`src/rtl/pl_stage_pkg.sv`:
```
// Shared types and defaults for the elastic pipeline stage register.
package pl_stage_pkg;

  // State encoding doubles as the occupancy count (0/1/2).
  typedef enum logic [1:0] {
    PS_EMPTY = 2'd0,
    PS_HALF  = 2'd1,
    PS_FULL  = 2'd2
  } pl_state_t;

  // Replicated across CTRL_W to form the default NOP bubble control word.
  localparam logic PL_CTRL_RST_BIT = 1'b0;

endpackage

```
`src/rtl/pl_stage_perf.sv`:
```
// Saturating performance counters for pl_stage_elastic (stall cycles, flush cycles).
// Cleared only by nRST; flush has no effect on the counts.
module pl_stage_perf #(
  parameter int unsigned CNT_W = 16
) (
  input  logic             CLK,
  input  logic             nRST,
  input  logic             stall_evt,
  input  logic             flush_evt,
  output logic [CNT_W-1:0] stall_cycles,
  output logic [CNT_W-1:0] flush_count
);

  localparam logic [CNT_W-1:0] CntOne = CNT_W'(1);

  logic [CNT_W-1:0] stall_q, flush_q;

  // Count events, holding at all-ones once saturated.
  always_ff @(posedge CLK or negedge nRST) begin
    if (!nRST) begin
      stall_q <= '0;
      flush_q <= '0;
    end else begin
      if (stall_evt && (stall_q != '1)) stall_q <= stall_q + CntOne;
      if (flush_evt && (flush_q != '1)) flush_q <= flush_q + CntOne;
    end
  end

  assign stall_cycles = stall_q;
  assign flush_count  = flush_q;

endmodule

```
`src/rtl/pl_stage_elastic.sv`:
```
// Generic elastic pipeline stage: valid/ready handshake with a 2-entry skid buffer.
// in_ready is registered so upstream never sees a combinational path from out_ready.
// Optional feature macro: PL_STAGE_PERF_EN adds stall_cycles / flush_count outputs.
module pl_stage_elastic
  import pl_stage_pkg::*;
#(
  parameter int unsigned CTRL_W = 16,
  parameter int unsigned DATA_W = 128,
`ifdef PL_STAGE_PERF_EN
  parameter int unsigned CNT_W  = 16,
`endif
  parameter logic [CTRL_W-1:0] CTRL_RST = {CTRL_W{PL_CTRL_RST_BIT}}
) (
  input  logic              CLK,
  input  logic              nRST,
  input  logic              flush,
  input  logic              in_valid,
  output logic              in_ready,
  input  logic [CTRL_W-1:0] in_ctrl,
  input  logic [DATA_W-1:0] in_data,
  output logic              out_valid,
  input  logic              out_ready,
  output logic [CTRL_W-1:0] out_ctrl,
  output logic [DATA_W-1:0] out_data,
`ifdef PL_STAGE_PERF_EN
  output logic [CNT_W-1:0]  stall_cycles,
  output logic [CNT_W-1:0]  flush_count,
`endif
  output logic [1:0]        occupancy
);

  pl_state_t         state_q, state_d;
  logic              in_ready_q;
  logic [CTRL_W-1:0] main_ctrl_q, main_ctrl_d, skid_ctrl_q, skid_ctrl_d;
  logic [DATA_W-1:0] main_data_q, main_data_d, skid_data_q, skid_data_d;
  logic              accept, emit;

  assign out_valid = (state_q != PS_EMPTY);
  assign accept    = in_valid & in_ready_q;
  assign emit      = out_valid & out_ready;

  // Next-state and entry movement; main always holds the head entry.
  always_comb begin
    state_d     = state_q;
    main_ctrl_d = main_ctrl_q;
    main_data_d = main_data_q;
    skid_ctrl_d = skid_ctrl_q;
    skid_data_d = skid_data_q;
    case (state_q)
      PS_EMPTY: begin
        if (accept) begin
          state_d     = PS_HALF;
          main_ctrl_d = in_ctrl;
          main_data_d = in_data;
        end
      end
      PS_HALF: begin
        if (accept && emit) begin
          main_ctrl_d = in_ctrl;
          main_data_d = in_data;
        end else if (accept) begin
          state_d     = PS_FULL;
          skid_ctrl_d = in_ctrl;
          skid_data_d = in_data;
        end else if (emit) begin
          state_d = PS_EMPTY;
        end
      end
      PS_FULL: begin
        // in_ready is low here, so no accept can coincide with the drain.
        if (emit) begin
          state_d     = PS_HALF;
          main_ctrl_d = skid_ctrl_q;
          main_data_d = skid_data_q;
        end
      end
      default: state_d = PS_EMPTY;
    endcase
    // Flush wins: drop every held entry and discard any same-cycle input.
    if (flush) begin
      state_d     = PS_EMPTY;
      main_ctrl_d = main_ctrl_q;
      main_data_d = main_data_q;
      skid_ctrl_d = skid_ctrl_q;
      skid_data_d = skid_data_q;
    end
  end

  // State, ready flop and entry storage.
  always_ff @(posedge CLK or negedge nRST) begin
    if (!nRST) begin
      state_q     <= PS_EMPTY;
      in_ready_q  <= 1'b1;
      main_ctrl_q <= CTRL_RST;
      main_data_q <= '0;
      skid_ctrl_q <= CTRL_RST;
      skid_data_q <= '0;
    end else begin
      state_q     <= state_d;
      in_ready_q  <= (state_d != PS_FULL);
      main_ctrl_q <= main_ctrl_d;
      main_data_q <= main_data_d;
      skid_ctrl_q <= skid_ctrl_d;
      skid_data_q <= skid_data_d;
    end
  end

  // Output view: bubble control when empty, payload holds its last value.
  always_comb begin
    in_ready = in_ready_q;
    out_ctrl = out_valid ? main_ctrl_q : CTRL_RST;
    out_data = main_data_q;
    case (state_q)
      PS_HALF: occupancy = 2'd1;
      PS_FULL: occupancy = 2'd2;
      default: occupancy = 2'd0;
    endcase
  end

`ifdef PL_STAGE_PERF_EN
  pl_stage_perf #(
    .CNT_W (CNT_W)
  ) u_perf (
    .CLK          (CLK),
    .nRST         (nRST),
    .stall_evt    (out_valid & ~out_ready),
    .flush_evt    (flush),
    .stall_cycles (stall_cycles),
    .flush_count  (flush_count)
  );
`endif

endmodule

```
`config.mk`:
```
export PLATFORM = sky130hd
export DESIGN_NAME = pl_stage_elastic
export DESIGN_NICKNAME = d
export VERILOG_FILES = /design/src/rtl/pl_stage_pkg.sv /design/src/rtl/pl_stage_perf.sv /design/src/rtl/pl_stage_elastic.sv
export SDC_FILE = /design/constraint.sdc
export NUM_CORES = 1
export LEC_CHECK = 0
export CAP_MARGIN = 30
export CORE_ASPECT_RATIO = 0.5
export CORE_MARGIN = 2
export CORE_UTILIZATION = 54
export CTS_CLUSTER_DIAMETER = 200
export DETAILED_ROUTE_END_ITERATION = 8
export GPL_ROUTABILITY_DRIVEN = 0
export PLACE_DENSITY = 0.88
export SLEW_MARGIN = 20
export SYNTH_ARGS = -nofsm -noshare
export SYNTH_HDL_FRONTEND = slang
export SYNTH_HIERARCHICAL = 1
export SYNTH_SLANG_ARGS = --single-unit
```
`constraint.sdc`:
```
create_clock -name CLK -period 3.6 [get_ports CLK]
set_clock_uncertainty 0.15 [all_clocks]
set_input_delay 0.54 -clock CLK [delete_from_list [all_inputs] [get_ports CLK]]
set_output_delay 0.54 -clock CLK [all_outputs]
set_load 0.02 [all_outputs]
```
Word-level counts from Yosys, hierarchy flattened
Cells that the tools add are included.

word-level totals
  output and inout port bits = 148
  flip-flop bits (word level) = 291

cells by class
  bitwise gates (word level) = 4
  eq/ne operators = 6
  reductions and logical operators = 6
  multiplexer cells = 17

operator list
  operator                                                         count
  128-bit 2-to-1 mux                                               3
  128-bit case mux with 3 select lines                             1
  16-bit 2-to-1 mux                                                4
  16-bit case mux with 3 select lines                              1
  2-bit 2-to-1 mux                                                 6
  2-bit inequality test, second input constant                     4
  2-bit case mux with 3 select lines                               1
  5-bit AND reduction                                              1
  2-bit case mux with 2 select lines                               1
  4-bit AND reduction                                              1
  3-bit nonzero test                                               1
  1-bit bitwise AND                                                2
  2-bit by 1-bit == test with 1-bit output, second input constant  1
  2-bit == test, second input constant                             1
  2-bit logical NOT                                                1
  1-bit inverter                                                   2
  2-bit nonzero test                                               1
  1-bit logical AND                                                1

Logic depth before layout (Yosys ltp)
Gate-level depths: netlist of run 1.

  depth in word-level cells = 8
  mapped depth = 8
  depth with buffers taken out = 4

Worst setup path after synthesis of run 1
Ideal clock, no wire load.

  kind = register to register
  start point = register in_ready_q, in the netlist in_ready
  end point = register main_data_q[10], in the netlist out_data[10]
  setup slack = 1.612 ns
  arrival = 1.705 ns
  path buffers = 4
  period minus slack after synthesis = 1.988 ns
  cell stages (with the launch flop) = 9
  path through = dfstp_2 -> nand2_1 -> o41a_1 -> buf_2 -> buf_6 -> buf_6 -> buf_6 -> nand2_1 -> o21ai_1

on the way
  cells in the longest elaborated chain, start to end = 4
  elaborated cells on any way between the ends = 5
  those cells by class = 2 x eq/ne; 1 x bitwise; 2 x reduce/logical

ends and longest elaborated chain
  what                                      RTL line                 text
  from (decl)                               pl_stage_elastic.sv:33   logic in_ready_q;
  from (signal assigned)                    pl_stage_elastic.sv:100  in_ready_q <= (state_d != PS_FULL);
  1-bit bitwise AND (*)                     pl_stage_elastic.sv:39   assign accept = in_valid & in_ready_q;
  1-bit logical AND                         pl_stage_elastic.sv:58   if (accept && emit) begin
  2-bit inequality test (no source line)    n/a
  5-bit AND reduction (no source line) (*)  n/a
  to (signal assigned)                      pl_stage_elastic.sv:102  main_data_q <= main_data_d;
  to (decl)                                 pl_stage_elastic.sv:35   logic [DATA_W-1:0] main_data_q, main_data_d, skid_data_q, skid_data_d;

Mark *: on every way between the ends. The rest lies on a longest branch, timed or not.
A chain may end at the register's enable or synchronous reset.

Worst setup path after layout of run 1
  start point = register state_q[1]
  end point = output out_ctrl[12]

on the way
  cells in the longest elaborated chain, start to end = 2

ends and longest elaborated chain
  what                    RTL line                 text
  from (decl)             pl_stage_elastic.sv:32   pl_state_t state_q, state_d;
  from (signal assigned)  pl_stage_elastic.sv:99   state_q <= state_d;
  2-bit nonzero test      pl_stage_elastic.sv:38   assign out_valid = (state_q != PS_EMPTY);
  16-bit 2-to-1 mux       pl_stage_elastic.sv:111  out_ctrl = out_valid ? main_ctrl_q : CTRL_RST;
  to (decl)               pl_stage_elastic.sv:23   output logic [CTRL_W-1:0] out_ctrl,

No other way between the ends.

==> impl_summary.txt, run 1 <==
----------------------------------------------------
[Status]
  Result of the run ... completed

[GRT]
  Vias in the first global route ... 9324
  Initial antenna violation count ... 0
  Grt ovf ... 0
  Pin count of the biggest net entering global routing ... 103
  First-pass GRT wire length ... 48540 um
  Overall routing resource usage ... 24.83%

[STA]
  Measured slew at the worst slew-check pin ... 0.8132 ns
  Normalized max-slew margin ... 45.79%
  Final slew viol count ... 0
  Smallest setup slack after layout ... 0.7983 ns
  # setup viols final ... 0
  Unrepaired setup endpoints after global routing ... no
  Achievable frequency ... 356.9 MHz
  Total Neg Setup Slack ... 0 ns
  Period utilization ... 77.83%
  Final-report hold violation count ... 0
  Final critical path time including I/O delays and setup ... 2.802 ns
  Hold Worst Slack ... 0.3213 ns

[Clock tree]
  Insertion delay to the later sink of the worst-skew pair ... 0.53 ns
  Deepest clock path buffer count ... 3
  Number of clock buffers inserted by TritonCTS ... 26
  TritonCTS clock tree ... built
  Clock tree sinks ... 291
  Cell at the root of the clock tree ... sky130_fd_sc_hd__clkbuf_16
  Clock-pin slew on the worst setup and hold paths ... 0.07 ns
  Post-CTS setup buffer count ... 0
  # H-tree levels ... 1

[Synthesis]
  Count of different cell masters after synthesis ... 22
  Synthesized flop and latch total ... 291
  Post-synthesis instance area ... 12470 sq um
  Mapped Cells ... 965
  Syn Nets ... 1114
  Sequential cell area fraction in the yosys report ... 58.42%
  Average instance area after synthesis ... 12.92 sq um
  Ys Warns ... 6

[Finish]
  Most frequent cells in the layout ... sky130_fd_sc_hd__clkdlybuf4s50_1, sky130_fd_sc_hd__dfrtp_1, sky130_fd_sc_hd__nand2_1, sky130_fd_sc_hd__mux2i_1, sky130_fd_sc_hd__o21ai_1
  Leading cell type in the layout, fill and taps excluded ... sky130_fd_sc_hd__clkdlybuf4s50_1
  Synthesis-to-layout area growth ... 32.67%
  Fraction of layout cells with a size suffix above 1 ... 16.14%
  Number of diodes ... 0
  Total number of nets in the final design ... 1394

[Detailed routing]
  Number of antenna-violating nets in the routed design ... 0
  Average routed wire per standard cell ... 19.12 um
  First DRT Iteration DRCs ... 622
  Routed vias ... 8443
  Number of detailed-routing iterations run before antenna repair ... 4
  Via/cell ratio ... 5.374
  Routed wire length ... 30030 um
  Number of DRC violations after detailed routing ... 0

[Die]
  Core Area ... 22740 sq um
  Total Die Area ... 24390 sq um
  Initial core utilization ... 54.83%
  Core Rows ... 39
  Number of I/O pins ... 297
  Die boundary height ... 111.4 um
  Horizontal die dimension ... 218.9 um

[Critical path]
  Worst Reg-to-Reg Cells ... 5
  Slack of the worst reg-to-reg path ... 1.33 ns
  R2r startpoint ... in_ready$_DFF_PN1_
  Launching element type of the critical path ... flop
  CP Class ... reg -> out
  Kind of end point of the critical path ... output port
  Biggest fanout along the worst timing path ... 17
  Worst flop-to-flop path endpoint ... skid_data_q[85]$_DFFE_PN0P_
  Req. time, crit path ... 2.91 ns
  Critical path data arrival time ... 2.11 ns

[Power]
  Power density over cell area ... 595.4 nW/um^2
  Maximum vdd drop ... 0.0003864 V
  LEAKAGE ... 7.143 nW
  Total design power ... 9.848 mW

[Job]
  Max-cap violations ... 0

[Placement]
  Port Buffer Count ... 296
  Worst slack at placement ... 0.8385 ns
  DP HPWL ... 19970 um

[Min path]
  Worst hold endpoint ... main_ctrl_q[11]$_DFFE_PN0P_
  Hold_sp ... main_ctrl_q[11]$_DFFE_PN0P_
  Path type of the worst min-delay path ... reg -> reg
  Hold depth ... 2

----------------------------------------------------
## worst max-delay path by stage
stage | startpoint | to | slack (ns) | depth (start not counted)
floorplan | in_ready$_DFF_PN1_ | out_data[10]$_DFFE_PN0P_ | 1.61 | 8
global placement | in_valid | skid_data_q[41]$_DFFE_PN0P_ | 0.89 | 6
detailed placement | in_valid | skid_data_q[40]$_DFFE_PN0P_ | 0.84 | 6
CTS | state_q[1]$_DFF_PN0_ | out_ctrl[13] | 0.77 | 4
global route | state_q[1]$_DFF_PN0_ | out_ctrl[14] | 0.69 | 4
finish | state_q[1]$_DFF_PN0_ | out_ctrl[12] | 0.80 | 4
## metal layers
layer,GRT usage (%),vias to the layer above,wire (um),share of wire (%)
met1,30.41,4235,12270,41
met5,0,-,0,0
met3,4.208,105,1085,3.6
met4,11.89,0,1574,5.2
li1,-,3885,-,-
met2,43.06,218,15100,50
## report_power, final
group	total, mW	internal, mW	switching [mW]
clock	2.87	1.64	1.22
sequential	4.55	4.08	0.474
combinational	2.43	1.34	1.09
## state kept, by name (all words and copies together), names as in the netlist
register     flops
in_ready         1
main_ctrl_q     16
state_q          2
out_data       128
skid_ctrl_q     16
skid_data_q    128
## logic make-up after synthesis
kind of cell / Yosys count / share of synthesized area [%]
flops: 291 / 58.42
mux: 289 / 26.27
compound gates: 148 / 6.042
simple gates: 171 / 5.650
buf+inv: 66 / 3.613
## layout make-up
| cell class | count | area, sq um |
|---|---|---|
| clock buffer | 38 | 777.0 |
| clock inverter | 9 | 103.9 |
| fill | 1493 | 6200 |
| inverter | 2 | 7.507 |
| multi-input combinational | 608 | 4751 |
| sequential | 291 | 7283 |
| tap | 307 | 384.1 |
| timing repair buffer | 316 | 3233 |
## critical path, cell delays in order, from the launching register on
cell and delay [ns]:
sky130_fd_sc_hd__dfrtp_1 0.48, sky130_fd_sc_hd__nor2_1 0.09, sky130_fd_sc_hd__buf_4 0.21, sky130_fd_sc_hd__nor2b_1 0.13, sky130_fd_sc_hd__clkdlybuf4s50_1 0.66
## per-stage QoR
step                util, %  cells  instance area [sq um]
floorplan                 -    965                  12470
global placement      68.82   1523                  15650
detailed placement    68.82   1523                  15650
CTS                   72.74   1571                  16540
global route          72.74   1571                  16540
finish                72.74   1571                  16540
## repair_timing
item                                   in CTS  in global routing
resized for setup                           0                  0
hold buffers                                1                  0
endpoints found under the hold margin      94                  0
## synthesized netlist by cell type
| library cell | count | share of area (%) |
|---|---|---|
| sky130_fd_sc_hd__dfrtp_1 | 290 | 58 |
| sky130_fd_sc_hd__nand2_1 | 146 | 4.4 |
| sky130_fd_sc_hd__mux2i_1 | 145 | 12 |
| sky130_fd_sc_hd__o21ai_1 | 138 | 5.5 |
| sky130_fd_sc_hd__mux2_2 | 84 | 7.6 |
| sky130_fd_sc_hd__mux2_4 | 54 | 6.5 |
| sky130_fd_sc_hd__buf_2 | 27 | 1.1 |
| sky130_fd_sc_hd__buf_6 | 22 | 2.0 |
| sky130_fd_sc_hd__nor2b_1 | 18 | 0.90 |
| sky130_fd_sc_hd__clkbuf_1 | 14 | 0.42 |
| sky130_fd_sc_hd__o21ai_0 | 7 | 0.28 |
| sky130_fd_sc_hd__mux2_1 | 6 | 0.54 |
| sky130_fd_sc_hd__nor2_1 | 3 | 0.090 |
| sky130_fd_sc_hd__and2b_1 | 2 | 0.12 |
| sky130_fd_sc_hd__inv_1 | 2 | 0.060 |
| sky130_fd_sc_hd__buf_4 | 1 | 0.060 |
| sky130_fd_sc_hd__dfstp_2 | 1 | 0.21 |
| sky130_fd_sc_hd__nand2_2 | 1 | 0.050 |
| sky130_fd_sc_hd__nand4bb_1 | 1 | 0.090 |
| sky130_fd_sc_hd__o21a_1 | 1 | 0.060 |
| sky130_fd_sc_hd__o22a_1 | 1 | 0.070 |
| sky130_fd_sc_hd__o41a_1 | 1 | 0.090 |
(Power assumes the default switching activity.)
==> run 2: changes to the inputs <==
CORE_UTILIZATION = 50   (was 54)
PLACE_DENSITY = 0.82   (was 0.88)
clock period = 2.84 ns   (was 3.6 ns; I/O delays follow)
==> impl_summary.txt, run 2 (same netlist as run 1, synthesis figures left out) <==
----------------------------------------------------
[STA]
  Unrepaired setup endpoints after global routing ... no
  Normalized max-slew margin ... 63.68%
  Final-report hold violation count ... 0
  Final slew viol count ... 0
  Hold Worst Slack ... 0.3057 ns
  # setup viols final ... 0
  Measured slew at the worst slew-check pin ... 0.5448 ns
  Final critical path time including I/O delays and setup ... 2.717 ns
  Smallest setup slack after layout ... 0.1233 ns
  Achievable frequency ... 368.1 MHz
  Total Neg Setup Slack ... 0 ns
  Period utilization ... 95.66%

[Clock tree]
  Clock-pin slew on the worst setup and hold paths ... 0.07 ns
  Post-CTS setup buffer count ... 0
  Cell at the root of the clock tree ... sky130_fd_sc_hd__clkbuf_16
  Deepest clock path buffer count ... 3
  Number of clock buffers inserted by TritonCTS ... 26
  CTS-repair resized insts ... 0
  # H-tree levels ... 1
  TritonCTS clock tree ... built
  Insertion delay to the later sink of the worst-skew pair ... 0.53 ns
  Hold buffers post-CTS ... 1
  Clock tree sinks ... 291

[GRT]
  Pin count of the biggest net entering global routing ... 86
  Grt ovf ... 0
  First-pass GRT wire length ... 47060 um
  Initial antenna violation count ... 1
  Vias in the first global route ... 8917
  Overall routing resource usage ... 22.69%

[Critical path]
  Req. time, crit path ... 2.26 ns
  CP Class ... reg -> out
  Launching element type of the critical path ... flop
  Maximum single-stage delay on the critical path ... 0.68 ns
  Critical Path, Cell by Cell ... and2b_4, clkdlybuf4s50_1
  Sum of buffers and inverters on the critical path ... 1
  Critical path's top delay family ... buffers and inverters
  Critical path data arrival time ... 2.14 ns
  Kind of end point of the critical path ... output port
  Cell type of the slowest stage on the worst timing path ... sky130_fd_sc_hd__clkdlybuf4s50_1
  Biggest fanout along the worst timing path ... 15

[Detailed routing]
  Average routed wire per standard cell ... 18.40 um
  Number of DRC violations after detailed routing ... 0
  Routed wire length ... 29520 um
  Via/cell ratio ... 5.219
  Number of antenna-violating nets in the routed design ... 0
  First DRT Iteration DRCs ... 514
  Routed vias ... 8376
  Number of detailed-routing iterations run before antenna repair ... 5

[Finish]
  Register cell area after layout ... 7283 sq um
  Synthesis-to-layout area growth ... 33.76%
  Most frequent cells in the layout ... sky130_fd_sc_hd__clkdlybuf4s50_1, sky130_fd_sc_hd__dfrtp_1, sky130_fd_sc_hd__nand2_1, sky130_fd_sc_hd__mux2i_1, sky130_fd_sc_hd__o21ai_1
  FILL cells ... 1779
  Area of combinational cells with multiple inputs ... 4751 sq um
  Final cell utilization of the core ... 68.84%
  Leading cell type in the layout, fill and taps excluded ... sky130_fd_sc_hd__clkdlybuf4s50_1
  Fraction of layout cells with a size suffix above 1 ... 16.27%
  Total number of nets in the final design ... 1396

[Power]
  LEAKAGE ... 7.176 nW
  Total design power ... 12.50 mW
  Maximum vdd drop ... 0.0003617 V
  Power density over cell area ... 749.5 nW/um^2

[Die]
  Core Rows ... 40
  Number of I/O pins ... 297
  Total Die Area ... 26290 sq um
  Core Area ... 24220 sq um
  Horizontal die dimension ... 227.3 um
  Die boundary height ... 115.7 um
  Initial core utilization ... 51.47%

[Job]
  Max-cap violations ... 0

[Status]
  Result of the run ... completed

[Placement]
  DP HPWL ... 20180 um
  Worst slack at placement ... 0.3060 ns
  Port Buffer Count ... 296

[Min path]
  Path type of the worst min-delay path ... in -> async

----------------------------------------------------
run 2: cell types whose count changed in the layout (fill, tap and decap cells not counted), sizes merged:
cell | previous run | this run
diode | 0 | 3
buf | 20 | 22
bufinv | 2 | 3
clkbuf | 38 | 37
clkinvlp | 2 | 3
inv | 3 | 2
run 2: routing by layer:
metal / vias up / global-route usage [%] / share of wire (%)
li1: 3902 / - / -
met1: 4214 / 27.47 / 40
met2: 186 / 39.98 / 51
met3: 74 / 4.513 / 4.1
met4: 0 / 9.978 / 4.2
met5: - / 0 / 0
run 2: area by class of cell:
cell class	instances	area share, %
sequential	291	43.67
multi-input combinational	608	28.49
timing repair buffer	318	19.85
clock buffer	37	4.577
tap	336	2.521
clock inverter	10	0.7953
inverter	2	0.04502
antenna	3	0.04502
run 2: worst paths after layout:
kind / from / endpoint / slack (ns) / depth (start not counted)
worst min register to register: main_ctrl_q[11]$_DFFE_PN0P_ / main_ctrl_q[11]$_DFFE_PN0P_ / 0.32 / 2
max in group asynchronous: nRST / skid_data_q[94]$_DFFE_PN0P_ / 1.36 / 3
worst min-delay path: nRST / out_data[19]$_DFFE_PN0P_ / 0.31 / 2
min in group CLK: main_ctrl_q[11]$_DFFE_PN0P_ / main_ctrl_q[11]$_DFFE_PN0P_ / 0.32 / 2
worst max register to register: in_ready$_DFF_PN1_ / out_data[0]$_DFFE_PN0P_ / 0.68 / 5
worst max-delay path: state_q[0]$_DFF_PN0_ / occupancy[1] / 0.12 / 2
run 2: through the flow:
step / cells / area [sq um]
floorplan: 965 / 12470
CTS: 1602 / 16670
detailed placement: 1554 / 15760
global placement: 1554 / 15760
global route: 1603 / 16670
finish: 1605 / 16680
run 2: where the power goes:
part / switching (mW) / internal [mW]
clock: 1.54 / 2.15
combinational: 1.36 / 1.70
sequential: 0.572 / 5.17
==> run 3: changes to the inputs <==
clock period = 2.8 ns   (was 2.84 ns; I/O delays follow)
==> impl_summary.txt, run 3 (same netlist as run 1, synthesis figures left out) <==
----------------------------------------------------
[Clock tree]
  Insertion delay to the later sink of the worst-skew pair ... 0.53 ns
  Clock tree sinks ... 291
  Number of clock buffers inserted by TritonCTS ... 26
  Post-CTS setup buffer count ... 0
  CTS-repair resized insts ... 0
  Deepest clock path buffer count ... 3
  Cell at the root of the clock tree ... sky130_fd_sc_hd__clkbuf_16
  Clock-pin slew on the worst setup and hold paths ... 0.06 ns
  Hold buffers post-CTS ... 1
  # H-tree levels ... 1
  TritonCTS clock tree ... built

[GRT]
  Initial antenna violation count ... 1
  Layer carrying the most global-route usage ... met2
  Pin count of the biggest net entering global routing ... 94
  Vias in the first global route ... 9027
  First-pass GRT wire length ... 47260 um
  Grt ovf ... 0
  Global routing met2 resource utilization ... 38.62%
  Met1 demand-to-capacity share in global routing ... 28.24%
  Met3 track demand over resource ... 4.209%
  Overall routing resource usage ... 22.76%

[Die]
  Horizontal die dimension ... 227.3 um
  Die boundary height ... 115.7 um
  Initial core utilization ... 51.47%
  Core Area ... 24220 sq um
  Number of I/O pins ... 297
  Total Die Area ... 26290 sq um
  Core Rows ... 40

[Placement]
  DP HPWL ... 20090 um
  Worst slack at placement ... 0.2576 ns
  Port Buffer Count ... 296

[Finish]
  Fraction of layout cells with a size suffix above 1 ... 16.01%
  Synthesis-to-layout area growth ... 33.17%
  Leading cell type in the layout, fill and taps excluded ... sky130_fd_sc_hd__clkdlybuf4s50_1
  Most frequent cells in the layout ... sky130_fd_sc_hd__clkdlybuf4s50_1, sky130_fd_sc_hd__dfrtp_1, sky130_fd_sc_hd__nand2_1, sky130_fd_sc_hd__mux2i_1, sky130_fd_sc_hd__o21ai_1
  Total number of nets in the final design ... 1394
  FILL cells ... 1762

[STA]
  Achievable frequency ... 371.4 MHz
  Unrepaired setup endpoints after global routing ... no
  Measured slew at the worst slew-check pin ... 0.6871 ns
  # setup viols final ... 0
  Total Neg Setup Slack ... 0 ns
  Period utilization ... 96.17%
  Smallest setup slack after layout ... 0.1073 ns
  Final-report hold violation count ... 0
  Normalized max-slew margin ... 54.19%
  Final slew viol count ... 0
  Final critical path time including I/O delays and setup ... 2.693 ns

[Power]
  Maximum vdd drop ... 0.0004284 V
  LEAKAGE ... 7.149 nW
  Clock network power share ... 28.6%
  Sequential power share ... 46.6%
  Fraction of power spent switching nets ... 28.17%
  Combinational share of power ... 24.7%
  Internal Dissipation ... 8.975 mW
  Sw power ... 3.520 mW
  Power density over cell area ... 752.6 nW/um^2

[Detailed routing]
  Routed vias ... 8386
  First DRT Iteration DRCs ... 585
  Number of DRC violations after detailed routing ... 0
  Number of antenna-violating nets in the routed design ... 0
  Via/cell ratio ... 5.245
  Routed wire length ... 29230 um
  Average routed wire per standard cell ... 18.28 um
  Number of detailed-routing iterations run before antenna repair ... 4

[Min path]
  Path type of the worst min-delay path ... in -> async

[Job]
  Max-cap violations ... 0

[Critical path]
  Kind of end point of the critical path ... output port
  CP Class ... reg -> out
  Maximum single-stage delay on the critical path ... 0.63 ns
  Biggest fanout along the worst timing path ... 17
  Cell type of the slowest stage on the worst timing path ... sky130_fd_sc_hd__clkdlybuf4s50_1
  Req. time, crit path ... 2.23 ns
  Critical path data arrival time ... 2.12 ns
  Critical Path, Cell by Cell ... nor2_1, buf_4, nor2b_1, clkdlybuf4s50_1
  Launching element type of the critical path ... flop

[Status]
  Result of the run ... completed

----------------------------------------------------
==> run 3: area by class of cell <==
type | instances | area (sq um) | area share, %
antenna | 1 | 2.502 | 0.01507
timing repair buffer | 316 | 3296 | 19.85
tap | 336 | 420.4 | 2.532
clock inverter | 7 | 65.06 | 0.3919
multi-input combinational | 608 | 4751 | 28.62
sequential | 291 | 7283 | 43.87
inverter | 2 | 7.507 | 0.04522
clock buffer | 38 | 777.0 | 4.680
==> run 3: routing by layer <==
metal / vias up / wire length (um)
li1: 3906 / -
met1: 4198 / 11820
met2: 189 / 14600
met3: 93 / 1146
met4: 0 / 1659
met5: - / 0
==> run 3: power groups by stage <==
stage | sequential, mW | clock (mW) | combinational (mW)
floorplan | 6.18 | 0 | 1.32
global placement | 5.82 | 0 | 3.01
detailed placement | 5.87 | 0 | 3.13
CTS | 5.82 | 3.66 | 3.14
global route | 5.94 | 3.87 | 3.33
finish | 5.83 | 3.58 | 3.09
==> run 3: final timing paths <==
path | depth (start not counted) | endpoint | slack, ns | start
worst max-delay path | 4 | out_ctrl[5] | 0.11 | state_q[1]$_DFF_PN0_
max in group asynchronous | 3 | skid_data_q[43]$_DFFE_PN0P_ | 1.42 | nRST
worst min-delay path | 2 | out_data[21]$_DFFE_PN0P_ | 0.25 | nRST
worst min register to register | 2 | main_ctrl_q[13]$_DFFE_PN0P_ | 0.32 | main_ctrl_q[13]$_DFFE_PN0P_
worst max register to register | 5 | out_data[30]$_DFFE_PN0P_ | 0.62 | in_ready$_DFF_PN1_
min in group CLK | 2 | main_ctrl_q[13]$_DFFE_PN0P_ | 0.32 | main_ctrl_q[13]$_DFFE_PN0P_
==> run 3: critical path: cells and delay by family, from the launching register on <==
kind	cells	cell delay (ns)
buffers and inverters	2	0.84
flip-flops	1	0.48
AND/OR/NAND/NOR	2	0.27
==> run 3: stage by stage <==
| stage | cell area, sq um | hold slack [ns] | utilization (%) | instances | power (mW) |
|---|---|---|---|---|---|
| 6_report | 16600 | 0.2549 | 68.54 | 1599 | 12.50 |
| 3_5_place_dp | 15750 | 0.2286 | 65.01 | 1552 | 8.999 |
| 3_3_place_gp | 15750 | 0.2214 | 65.01 | 1552 | 8.832 |
| 4_1_cts | 16600 | 0.2405 | 68.53 | 1598 | 12.62 |
| 5_1_grt | 16600 | 0.2925 | 68.54 | 1599 | 13.14 |
| 2_1_floorplan | 12470 | -0.02559 | - | 965 | 7.496 |
